## src/rtl/puncturer_pkg.sv

```systemverilog
// =============================================================================
// puncturer_pkg : rate codes, puncturing periods and keep masks (802.11a)
// Revision      : 1.0
// =============================================================================
`default_nettype none

package puncturer_pkg;

    typedef enum logic [1:0] {
        RATE_1_2  = 2'd0,
        RATE_2_3  = 2'd1,
        RATE_3_4  = 2'd2,
        RATE_RSVD = 2'd3
    } rate_e;

    localparam int unsigned PHASE_W = 2;

    function automatic logic [PHASE_W-1:0] rate_period(input rate_e r);
        case (r)
            RATE_2_3: rate_period = 2'd2;
            RATE_3_4: rate_period = 2'd3;
            default:  rate_period = 2'd1;
        endcase
    endfunction

    // {keepA, keepB} for a given rate and phase; reserved rate behaves as 1/2
    function automatic logic [1:0] keep_mask(input rate_e r, input logic [PHASE_W-1:0] ph);
        keep_mask = 2'b11;
        case (r)
            RATE_2_3: keep_mask = (ph == 2'd1) ? 2'b10 : 2'b11;
            RATE_3_4: begin
                case (ph)
                    2'd1:    keep_mask = 2'b10;
                    2'd2:    keep_mask = 2'b01;
                    default: keep_mask = 2'b11;
                endcase
            end
            default:  keep_mask = 2'b11;
        endcase
    endfunction

endpackage

`default_nettype wire

```

## src/rtl/puncturer_pattern.sv

```systemverilog
// =============================================================================
// puncture_pattern : combinational keep mask, kept count and next phase
// Revision         : 1.0
// =============================================================================
`default_nettype none

module puncture_pattern
    import puncturer_pkg::*;
(
    input  rate_e              rate,
    input  logic [PHASE_W-1:0] phase,
    output logic [1:0]         keep,
    output logic [1:0]         kept_cnt,
    output logic [PHASE_W-1:0] next_phase
);

    logic [PHASE_W-1:0] w_period;

    always_comb begin
        w_period   = rate_period(rate);
        keep       = keep_mask(rate, phase);
        kept_cnt   = {1'b0, keep[1]} + {1'b0, keep[0]};
        next_phase = (phase >= w_period - 2'd1) ? '0 : phase + 2'd1;
    end

endmodule

`default_nettype wire

```

## src/rtl/puncturer.sv

```systemverilog
// =============================================================================
// puncturer : drops coded bits per 802.11a pattern and repacks into 2-bit words
// Revision  : 1.0
// =============================================================================
`default_nettype none

module puncturer
    import puncturer_pkg::*;
(
    input  logic       clk,
    input  logic       rst,
    input  logic       start,
    input  logic [1:0] rate,
    input  logic       in_valid,
    input  logic       a,
    input  logic       b,
    input  logic       flush,
    output logic [1:0] x,
    output logic       run,
    output logic       pad
);

    rate_e              r_rate;
    logic [PHASE_W-1:0] r_phase;
    logic               r_pend;     // buffer never holds more than one bit between cycles
    logic               r_cnt;
    logic [1:0]         r_x;
    logic               r_run;
    logic               r_pad;

    rate_e              w_rate;
    logic [PHASE_W-1:0] w_phase;
    logic               w_cnt;
    logic [1:0]         w_keep;
    logic [1:0]         w_kept_cnt;
    logic [PHASE_W-1:0] w_next_phase;
    logic [1:0]         w_kept;
    logic [2:0]         w_seq;
    logic [1:0]         w_total;

    // A start in the same cycle as a pair makes that pair phase 0 of the new frame
    always_comb begin
        w_rate  = start ? rate_e'(rate) : r_rate;
        w_phase = start ? '0 : r_phase;
        w_cnt   = start ? 1'b0 : r_cnt;
    end

    puncture_pattern u_pattern (
        .rate       (w_rate),
        .phase      (w_phase),
        .keep       (w_keep),
        .kept_cnt   (w_kept_cnt),
        .next_phase (w_next_phase)
    );

    // Surviving bits left-aligned, oldest at the MSB
    always_comb begin
        case (w_keep)
            2'b11:   w_kept = {a, b};
            2'b10:   w_kept = {a, 1'b0};
            2'b01:   w_kept = {b, 1'b0};
            default: w_kept = 2'b00;
        endcase
        w_seq   = w_cnt ? {r_pend, w_kept} : {w_kept, 1'b0};
        w_total = {1'b0, w_cnt} + w_kept_cnt;
    end

    always_ff @(posedge clk) begin
        if (rst) begin
            r_rate  <= RATE_1_2;
            r_phase <= '0;
            r_pend  <= 1'b0;
            r_cnt   <= 1'b0;
            r_x     <= 2'b00;
            r_run   <= 1'b0;
            r_pad   <= 1'b0;
        end else begin
            r_run <= 1'b0;
            r_pad <= 1'b0;
            if (start) begin
                r_rate  <= rate_e'(rate);
                r_phase <= '0;
                r_pend  <= 1'b0;
                r_cnt   <= 1'b0;
            end
            if (in_valid) begin
                r_phase <= w_next_phase;
                if (w_total >= 2'd2) begin
                    r_x    <= w_seq[2:1];
                    r_run  <= 1'b1;
                    r_pend <= w_seq[0];
                    r_cnt  <= w_total[0];
                end else begin
                    r_pend <= w_seq[2];
                    r_cnt  <= w_total[0];
                end
            end else if (flush && !start) begin
                r_phase <= '0;
                if (r_cnt) begin
                    r_x   <= {r_pend, 1'b0};
                    r_run <= 1'b1;
                    r_pad <= 1'b1;
                end
                r_pend <= 1'b0;
                r_cnt  <= 1'b0;
            end
        end
    end

    assign x   = r_x;
    assign run = r_run;
    assign pad = r_pad;

endmodule

`default_nettype wire

```

## config.mk

```make
export PLATFORM = sky130hd
export DESIGN_NAME = puncturer
export DESIGN_NICKNAME = d
export VERILOG_FILES = /design/src/rtl/puncturer_pkg.sv /design/src/rtl/puncturer_pattern.sv /design/src/rtl/puncturer.sv
export SDC_FILE = /design/constraint.sdc
export NUM_CORES = 1
export LEC_CHECK = 0
export ABC_AREA = 1
export CORE_AREA = 2 2 41 43
export CTS_BUF_LIST = sky130_fd_sc_hd__clkbuf_2
export CTS_CLUSTER_DIAMETER = 80
export DETAILED_ROUTE_END_ITERATION = 16
export DIE_AREA = 0 0 43 45
export PLACE_DENSITY_LB_ADDON = 0.2
export SKIP_LAST_GASP = 1
export SLEW_MARGIN = 20
export SYNTH_ARGS = -nofsm -noshare
export SYNTH_HDL_FRONTEND = slang
export SYNTH_SLANG_ARGS = --single-unit
```

## constraint.sdc

```tcl
create_clock -name clk -period 2.4 [get_ports clk]
set_clock_uncertainty 0.15 [all_clocks]
set_input_delay 0.48 -clock clk [delete_from_list [all_inputs] [get_ports clk]]
set_output_delay 0.48 -clock clk [all_outputs]
set_load 0.02 [all_outputs]
```

=== Word level (Yosys, flattened, before mapping) ===
Index checks and enable logic that the tools add are counted.

* Reduce and logical (&&, ||, !) cells: 7
* Mux-type cells: 26
* Equal/unequal tests: 8
* Order comparisons: 2
* $add $sub $neg: 4

{| class="wikitable"
|+ Operator list
! cell !! number
|-
| 2-to-1 mux 2 bit || 9
|-
| 2-to-1 mux 1 bit || 12
|-
| case mux 2 bit (2 select lines) || 3
|-
| equality test 2 bit, second input constant || 4
|-
| equality test 2 x 1 -> 1 bit, second input constant || 3
|-
| case mux 2 bit (3 select lines) || 1
|-
| nonzero test 2 bit || 2
|-
| 2-to-1 mux 3 bit || 1
|-
| AND reduction 3 bit || 1
|-
| nonzero test 3 bit || 1
|-
| adder 1 x 1 -> 2 bit || 1
|-
| adder 1 x 2 -> 2 bit || 1
|-
| adder 2 x 1 -> 2 bit, second input constant || 1
|-
| greater-or-equal comparator 2 bit || 1
|-
| greater-or-equal comparator 2 bit, second input constant || 1
|-
| inequality test 2 x 1 -> 1 bit, second input constant || 1
|-
| OR reduction 2 bit || 1
|-
| subtractor 2 x 1 -> 2 bit, second input constant || 1
|-
| logical AND 1 bit || 1
|-
| logical NOT 1 bit || 1
|}

* Logic and storage cells: 54
* Output and inout bits: 4
* Flip-flop bits (word level): 10
* Input bits: 9

=== Depth between registers and ports, before layout ===
Gate-level depths: netlist of the first run.

* Depth after elaboration: 9
* Depth in mapped cells: 14
* Gate-level depth less buffers: 14

=== Cells and area by module ===
A second synthesis of the first run with hierarchy kept.

* Cells, all modules: 96
* Area total of the unflattened synthesis: 690.7 µm²

{| class="wikitable"
|+ Modules (own cells, without submodules)
! module !! instances !! cells each !! sequential area each (µm²) !! area each (µm²)
|-
| puncturer || 1 || 70 || 200.2 || 503.0
|-
| puncture_pattern || 1 || 26 || 0.0 || 187.7
|}

=== Least setup slack after synthesis of the first run ===
No wires, ideal clock.

* Path kind: input-to-reg
* From: in start
* To: reg r_pend
* Setup time: 0.132 ns
* Stages: 14
* Arrival: 2.102 ns
* Path buffers: 0
* Required time: 2.118 ns
* Slack: 0.016 ns
* Cells stage by stage: inv_1 -> or2_1 -> o21ai_2 -> inv_1 -> ha_1 -> nor2_1 -> o21ai_2 -> fa_1 -> nand2_1 -> inv_1 -> nand2_1 -> o21ai_2 -> inv_1 -> a21oi_1

* Elaborated cells on any way between the ends: 24
* Classes of those cells: add/sub: 2; order compare: 1; eq/ne: 7; mux: 11; reduce/logical: 3

{| class="wikitable"
|+ RTL lines
! element !! line !! RTL
|-
| from (decl) || puncturer.sv:12 || <nowiki>input logic start,</nowiki>
|-
| 2-to-1 mux 2 bit (*) || -- ||
|-
| net u_pattern.rate[1] || puncturer_pattern.sv:10 || <nowiki>input rate_e rate,</nowiki>
|-
| equality test 2 bit / equality test 2 x 1 -> 1 bit (equally long branches) || puncturer_pkg.sv:29 || <nowiki>case (r)</nowiki>
|-
| case mux 2 bit (2 select lines) (*) || puncturer_pkg.sv:29 ||
|-
| adder 1 x 1 -> 2 bit (tied with other cells) || puncturer_pattern.sv:22 || <nowiki>kept_cnt = {1'b0, keep[1]} + {1'b0, keep[0]};</nowiki>
|-
| adder 1 x 2 -> 2 bit / case mux 2 bit (3 select lines) (equally long branches) || puncturer.sv:65, puncturer.sv:58 ||
|-
| greater-or-equal comparator 2 bit / 2-to-1 mux 3 bit (equally long branches) || puncturer.sv:88, puncturer.sv:64 ||
|-
| 2-to-1 mux 1 bit (*) || puncturer.sv:88 || <nowiki>if (w_total >= 2'd2) begin</nowiki>
|-
| 2-to-1 mux 1 bit (*) || puncturer.sv:86 || <nowiki>if (in_valid) begin</nowiki>
|-
| to (signal assigned) || puncturer.sv:91 || <nowiki>r_pend <= w_seq[0];</nowiki>
|-
| to (signal assigned) || puncturer.sv:94 || <nowiki>r_pend <= w_seq[2];</nowiki>
|-
| to (decl) || puncturer.sv:25 || <nowiki>logic r_pend;</nowiki>
|}

Mark *: on every way through the listed nets, which the timed path passes. The rest lies on a longest branch.
A chain may end at the register's enable or synchronous reset.

=== Worst setup path in the final report of the first run ===
Ends and elaborated chain as after synthesis.

==> results.sh, run 1 <==
export IMPL_async_flop_share_pct=0
export IMPL_fin_crit_sh_pct=92.7
export IMPL_diodes=0
export IMPL_hold_class="flop to flop"
export IMPL_drc=0
export IMPL_stdcell_area_um2=1000
export IMPL_synth_top_cell_area_share_pct=30.2
export IMPL_netlist_area_um2=662
export IMPL_postLayoutCoreUtil_pct=68.1
export IMPL_cts_tree="built"
export IMPL_cp_max_fo=3
export IMPL_timing_hold_violations_final=0
export IMPL_synth_nets=111
export IMPL_numCtsBuffers=3
export IMPL_wl_met2_um=750
export IMPL_yosys_top_cells_count="nand2_1 (19), inv_1 (16), dfxtp_1 (10)"
export IMPL_topRoutingLayerUsed="met3"
export IMPL_hold_buffers=0
export IMPL_yosysTopAreaCell="dfxtp_1"
export IMPL_final_setup_viol_count=0
export IMPL_gp_congestion=0.776
export IMPL_ys_seq_area_share_pct=30.2
export IMPL_avgSynthCellArea_um2=7.04
export IMPL_fp_dieArea_um2=1940
export IMPL_path_common_cell="inv_2"
export IMPL_grt_pass1_vias=620
export IMPL_min_period_ns=2.23
export IMPL_wl_met1_um=621
export IMPL_boundaryPins=13
export IMPL_synth_edf_count=0
export IMPL_rows=14
export IMPL_antenna_left=0
export IMPL_slowest_stage="fa_2"
export IMPL_first_iter_violations=8
export IMPL_chipWidth_um=43
export IMPL_fin_nets=140
export IMPL_synth_most_common_cell="nand2_1"
export IMPL_relSlewSlack_pct=74.4
export IMPL_report_final_slew_viol_count=0
export IMPL_place_area_um2=873
export IMPL_fin_setup_tns_ns=0
export IMPL_vias_per_cell=4.84
export IMPL_path_clk_slew_ns=0.08
export IMPL_cts_num_sinks=10
export IMPL_areaGrowthSynthToFinish_pct=51.4
export IMPL_pwr_density_cell_nw_per_um2=473
export IMPL_io_buffers=12
export IMPL_cp_top_family="adder cells"
export IMPL_drive_gt1_share_pct=36.9
export IMPL_cts_max_path_buffers=2
export IMPL_slowest_delay_ns=0.36
export IMPL_max_cap_viol_count=0
export IMPL_synth_cell_types=16
export IMPL_synth_seq_cells=10
export IMPL_ys_warn_count=0
export IMPL_status="complete, no violations"
export IMPL_wirelength_mm=1.42
export IMPL_wl_met3_um=48
export IMPL_synth_cells=94
export IMPL_antenna_found_initial=0
export IMPL_crit_chain="clkbuf_2 > inv_2 > or2_1 > o21ai_2 > inv_2 > ha_4 > nor2_4 > o21ai_4 > fa_2 > nand2_2 > inv_2 > nand2_2 > o21ai_2 > inv_1 > a21oi_1"
export IMPL_die_height_um=45
export IMPL_vias=668
export IMPL_synthFlopType="dfxtp_1"
export IMPL_start_util_pct=45.0
export IMPL_rsz0062_at_grt="false"
export IMPL_required_ns=2.37
export IMPL_clock_root_buffer="clkbuf_2"
export IMPL_dr_pass1_iters=4
export IMPL_worst_path_buf_inv=5
export IMPL_p_leak_nw=0.471
export IMPL_worstSetupStartpointType="primary input"
export IMPL_h_tree_depth=1
export IMPL_grt_pass1_wl_mm=2.41
export IMPL_routedWlPerCell_um=10.3
export IMPL_end_kind="flop"
export IMPL_crit_arrival_ns=2.19
export IMPL_fmax_ghz=0.449
export IMPL_crit_type="primary input to flop"
export IMPL_dpl_hpwl_mm=1.08
export IMPL_tightest_slew_ns=0.383
export IMPL_clock_latency_ns=0.25
export IMPL_gr_usage_all_layers_pct=16.8
export IMPL_vdd_drop_max_uv=438
export IMPL_coreArea_um2=1470
export IMPL_grt_max_degree=11
export IMPL_synthTopCellsByArea="dfxtp_1 (30%), ha_1 (13%), nand2_1 (11%)"
export IMPL_overflow=0
-- worst reg2reg max path, cell delays in order (launching register included) --
cell	delay [ns]
dfxtp_1	0.32
o21ai_2	0.14
inv_2	0.08
ha_4	0.26
nor2_4	0.12
o21ai_4	0.08
fa_2	0.36
nand2_2	0.09
inv_2	0.05
nand2_2	0.06
o21ai_2	0.04
inv_1	0.04
a21oi_1	0.05
-- cell type report --
cell class	count	area, um^2
tap	16	20.0
sequential	10	200
inverter	19	71.3
timing repair buffer	25	221
multi-input combinational	64	470
clock inverter	1	3.75
fill	134	469
clock buffer	3	15.0
-- cells by family (layout without fill, tap and decap cells) --
| family | after synthesis | in the layout | share of synthesized area (%) |
|---|---|---|---|
| adder cells (fa/ha/maj) | 8 | 8 | 16.3 |
| flip-flops | 10 | 10 | 30.2 |
| AO/OA/AOI/OAI | 13 | 13 | 12.5 |
| buffers and inverters | 20 | 48 | 11.3 |
| AND/OR/NAND/NOR | 43 | 43 | 29.7 |
-- metrics by stage --
step / setup slack, ns / power (mW) / hold WS, ns / cells
6_report: 0.175 / 0.474 / 0.319 / 138
5_1_grt: 0.0992 / 0.515 / 0.350 / 138
4_1_cts: 0.00726 / 0.463 / 0.320 / 137
3_5_place_dp: -0.586 / 0.344 / 0.305 / 131
3_3_place_gp: -0.542 / 0.341 / 0.302 / 131
2_1_floorplan: 0.0159 / 0.279 / 0.293 / 94
-- where the power goes --
| part | total, mW | switching (mW) | internal, mW |
|---|---|---|---|
| clock | 0.0912 | 0.0550 | 0.0362 |
| sequential | 0.186 | 0.00723 | 0.179 |
| combinational | 0.197 | 0.0995 | 0.0977 |
| total | 0.474 | 0.162 | 0.313 |
-- worst paths after layout --
path                              from                  end  slack [ns]  cells after the start
setup / recovery                 start  r_pend$_SDFFE_PP0P_        0.17                     15
hold / removal       x[0]$_SDFFE_PP0P_    x[0]$_SDFFE_PP0P_        0.32                      2
setup reg to reg  r_rate[1]$_SDFF_PP0_  r_pend$_SDFFE_PP0P_        0.40                     12
hold reg to reg      x[0]$_SDFFE_PP0P_    x[0]$_SDFFE_PP0P_        0.32                      2
-- per-layer routing --
layer  GRT usage, %  up-vias
li1               -      352
met1           19.8      303
met2           29.7       13
met3           6.00        0
met4           3.64        0
met5              0        -
-- sequential cells by signal, indices dropped and copies added, names as in the netlist --
register / count
r_phase: 2
r_cnt: 1
r_rate: 2
r_pend: 1
run: 1
x: 2
pad: 1
-- cells in the final DEF, fill, tap and decap left out, types with 5 or more instances in the layout --
cell type        Yosys  layout
a21oi_1              8       7
buf_4                0      12
clkdlybuf4s50_1      0       9
dfxtp_1             10      10
inv_1               16      10
inv_2                3       9
nand2_1             19      14
nand2_2              0       5
nand3_1              9       8
nor2_1               9       8
-- timing repair --
item,in CTS,in global routing
setup buffers,2,1
pin swaps,5,10
setup endpoints to repair,7,6
gates resized for setup,16,13
Power figures use the tool's default switching activity.
==> run 2, diff against run 1 <==
Settings changed: ABC_AREA 1 to default, CORE_AREA 2 2 41 43 to 2 2 40 42, DIE_AREA 0 0 43 45 to 0 0 42 44.
==> results.sh, run 2 <==
export IMPL_cp_top_family="adder cells"
export IMPL_setup_slack_ns=0.101
export IMPL_dpl_hpwl_mm=1.16
export IMPL_final_cells=120
export IMPL_p_sw_uw=154
export IMPL_cp_max_fo=4
export IMPL_boundaryPins=13
export IMPL_pwr_share_comb_pct=41.5
export IMPL_vdd_drop_max_uv=358
export IMPL_final_setup_viol_count=0
export IMPL_cts_max_path_buffers=2
export IMPL_final_cell_mix="buf_4 (18), dfxtp_1 (10), clkdlybuf4s50_1 (9)"
export IMPL_nFillCells=111
export IMPL_worst_path_buf_inv=2
export IMPL_overflow=0
export IMPL_required_ns=2.42
export IMPL_crit_arrival_ns=2.32
export IMPL_pwr_share_clk_pct=20.1
export IMPL_diodes=0
export IMPL_synth_seq_cells=10
export IMPL_gp_congestion=0.771
export IMPL_r2r_end="x[1]$_SDFFE_PP0P_"
export IMPL_hold_start="r_phase[0]$_SDFF_PP0_"
export IMPL_antenna_left=0
export IMPL_numCtsBuffers=3
export IMPL_worstSetupStartpointType="primary input"
export IMPL_gr_usage_all_layers_pct=18.5
export IMPL_tightest_slew_ns=0.401
export IMPL_synth_most_common_cell="inv_1"
export IMPL_coreArea_um2=1420
export IMPL_synth_cells=70
export IMPL_clock_latency_ns=0.26
export IMPL_fin_nets=122
export IMPL_path_clk_slew_ns=0.11
export IMPL_grt_max_degree=12
export IMPL_rows=14
export IMPL_pwr_density_cell_nw_per_um2=472
export IMPL_h_tree_depth=1
export IMPL_chipWidth_um=42
export IMPL_drc=0
export IMPL_status="complete, no violations"
export IMPL_routedWlPerCell_um=12.6
export IMPL_cts_num_sinks=10
export IMPL_max_cap_viol_count=0
export IMPL_stdcell_area_um2=1020
export IMPL_drive_gt1_share_pct=44.2
export IMPL_fin_setup_tns_ns=0
export IMPL_timing_hold_violations_final=0
export IMPL_die_height_um=44
export IMPL_dr_pass1_iters=2
export IMPL_netlist_area_um2=629
export IMPL_cts_tree="built"
export IMPL_synth_cell_types=27
export IMPL_hold_buffers=0
export IMPL_synth_nets=87
export IMPL_min_period_ns=2.30
export IMPL_ff2ff_path_depth=9
export IMPL_power_switching_share_pct=31.9
export IMPL_end_kind="flop"
export IMPL_holdPathEnd="r_phase[0]$_SDFF_PP0_"
export IMPL_vias=601
export IMPL_report_final_slew_viol_count=0
export IMPL_finalPower_uw=482
export IMPL_vias_per_cell=5.01
export IMPL_grt_pass1_wl_mm=2.51
export IMPL_antenna_found_initial=0
export IMPL_areaGrowthSynthToFinish_pct=62.2
export IMPL_reg2reg_slack_ns=0.14
export IMPL_fmax_ghz=0.435
export IMPL_async_flop_share_pct=0
export IMPL_wirelength_mm=1.51
export IMPL_io_buffers=12
export IMPL_place_area_um2=925
export IMPL_r2r_start="r_rate[0]$_SDFF_PP0_"
export IMPL_crit_chain="buf_8 > mux2i_4 > ha_4 > buf_4 > o21bai_4 > fa_2 > nand2_2 > and2_4 > a21oi_1 > a221oi_2"
export IMPL_first_iter_violations=2
export IMPL_ys_warn_count=0
export IMPL_p_int_uw=328
export IMPL_min_path_cells=2
export IMPL_ys_seq_area_share_pct=31.8
export IMPL_slowest_stage="fa_2"
export IMPL_synthFlopType="dfxtp_1"
export IMPL_synth_top_cell_area_share_pct=31.8
export IMPL_start_util_pct=44.4
export IMPL_preCtsSetupSlack_ns=-0.770
export IMPL_final_common_cell="buf_4"
export IMPL_critPathLaunch="start"
export IMPL_placed_cells=112
export IMPL_synth_edf_count=0
export IMPL_avgSynthCellArea_um2=8.99
export IMPL_fin_crit_sh_pct=95.8
export IMPL_slowest_delay_ns=0.36
export IMPL_seq_power_share_pct=38.4
export IMPL_hold_class="flop to flop"
export IMPL_synthTopCellsByArea="dfxtp_1 (32%), ha_1 (14%), inv_1 (6.6%)"
export IMPL_relSlewSlack_pct=73.2
export IMPL_grt_pass1_vias=604
export IMPL_fp_dieArea_um2=1850
export IMPL_yosys_top_cells_count="inv_1 (11), dfxtp_1 (10), ha_1 (7), nor2_1 (7), a21oi_1 (4)"
export IMPL_clock_root_buffer="clkbuf_2"
export IMPL_yosysTopAreaCell="dfxtp_1"
export IMPL_p_leak_nw=0.437
export IMPL_crit_type="primary input to flop"
[run 2: cell types whose count changed after synthesis, sizes merged, moves of 2 or more]
cell and delta:
a21oi -4, a22oi +3, inv -8, mux2i +3, nand2 -17, nand2b +4
nand3 -9, nor2 -4, nor3 +2, o21ai -2, or2 -2
[run 2: worst max path at each step]
stage	end	slack [ns]	depth (start not counted)
2_1_floorplan	x[1]$_SDFFE_PP0P_	-0.06	10
5_1_grt	x[1]$_SDFFE_PP0P_	-0.006	9
6_report	x[1]$_SDFFE_PP0P_	0.10	10
3_3_place_gp	x[1]$_SDFFE_PP0P_	-0.74	11
4_1_cts	x[1]$_SDFFE_PP0P_	0.0003	11
3_5_place_dp	x[1]$_SDFFE_PP0P_	-0.77	10
[run 2: through the flow]
stage / util, % / hold WS, ns
CTS: 67.5 / 0.318
detailed placement: 65.2 / 0.302
global placement: 65.2 / 0.294
global route: 72.0 / 0.321
finish: 72.0 / 0.314
floorplan: - / 0.282
[run 2: per-layer routing]
metal  global-route usage (%)  share of wire [%]
met1                     22.2                 45
met2                     30.6                 49
met3                     8.33                4.9
met4                     3.87               0.93
met5                        0                  0
[run 2: area by class of cell]
type | instances | area [um^2] | area share, %
inverters | 11 | 41.3 | 4.04
clock buffers | 3 | 15.0 | 1.47
multi-input cells | 48 | 479 | 46.9
repair buffers | 31 | 262 | 25.6
clock inverters | 1 | 3.75 | 0.368
well taps | 16 | 20.0 | 1.96
flip-flops and latches | 10 | 200 | 19.6
[run 2: cells by family (layout without fill, tap and decap cells)]
logic type	after synthesis	after routing	synth area share, %
DFF	10	10	31.8
buffers and inverters	12	46	7.16
and+or+nand+nor	21	21	18.9
muxes	3	3	4.77
AOI/OAI and AO/OA	15	15	18.9
xor gates and xnor gates	1	1	1.39
adders and majority gates	8	8	17.1
[run 2: power by group through the flow]
stage	sequential [mW]	combinational (mW)	clock (mW)
finish	0.185	0.200	0.0968
global route	0.186	0.216	0.109
CTS	0.185	0.179	0.0999
detailed placement	0.189	0.170	0
global placement	0.188	0.169	0
floorplan	0.195	0.0928	0
[run 2: timing repair]
item,CTS,global route
setup buffers,2,2
pin swaps,3,5
resized for setup,10,17
endpoints found under the setup margin,7,4
[run 2: worst register-to-register path, stage by stage (launching register included)]
cell and delay (ns):
dfxtp_1 0.34, mux2i_4 0.25, ha_4 0.26, buf_4 0.14
o21bai_4 0.17, fa_2 0.36, nand2_2 0.10, and2_4 0.16
a21oi_1 0.05, a221oi_2 0.20
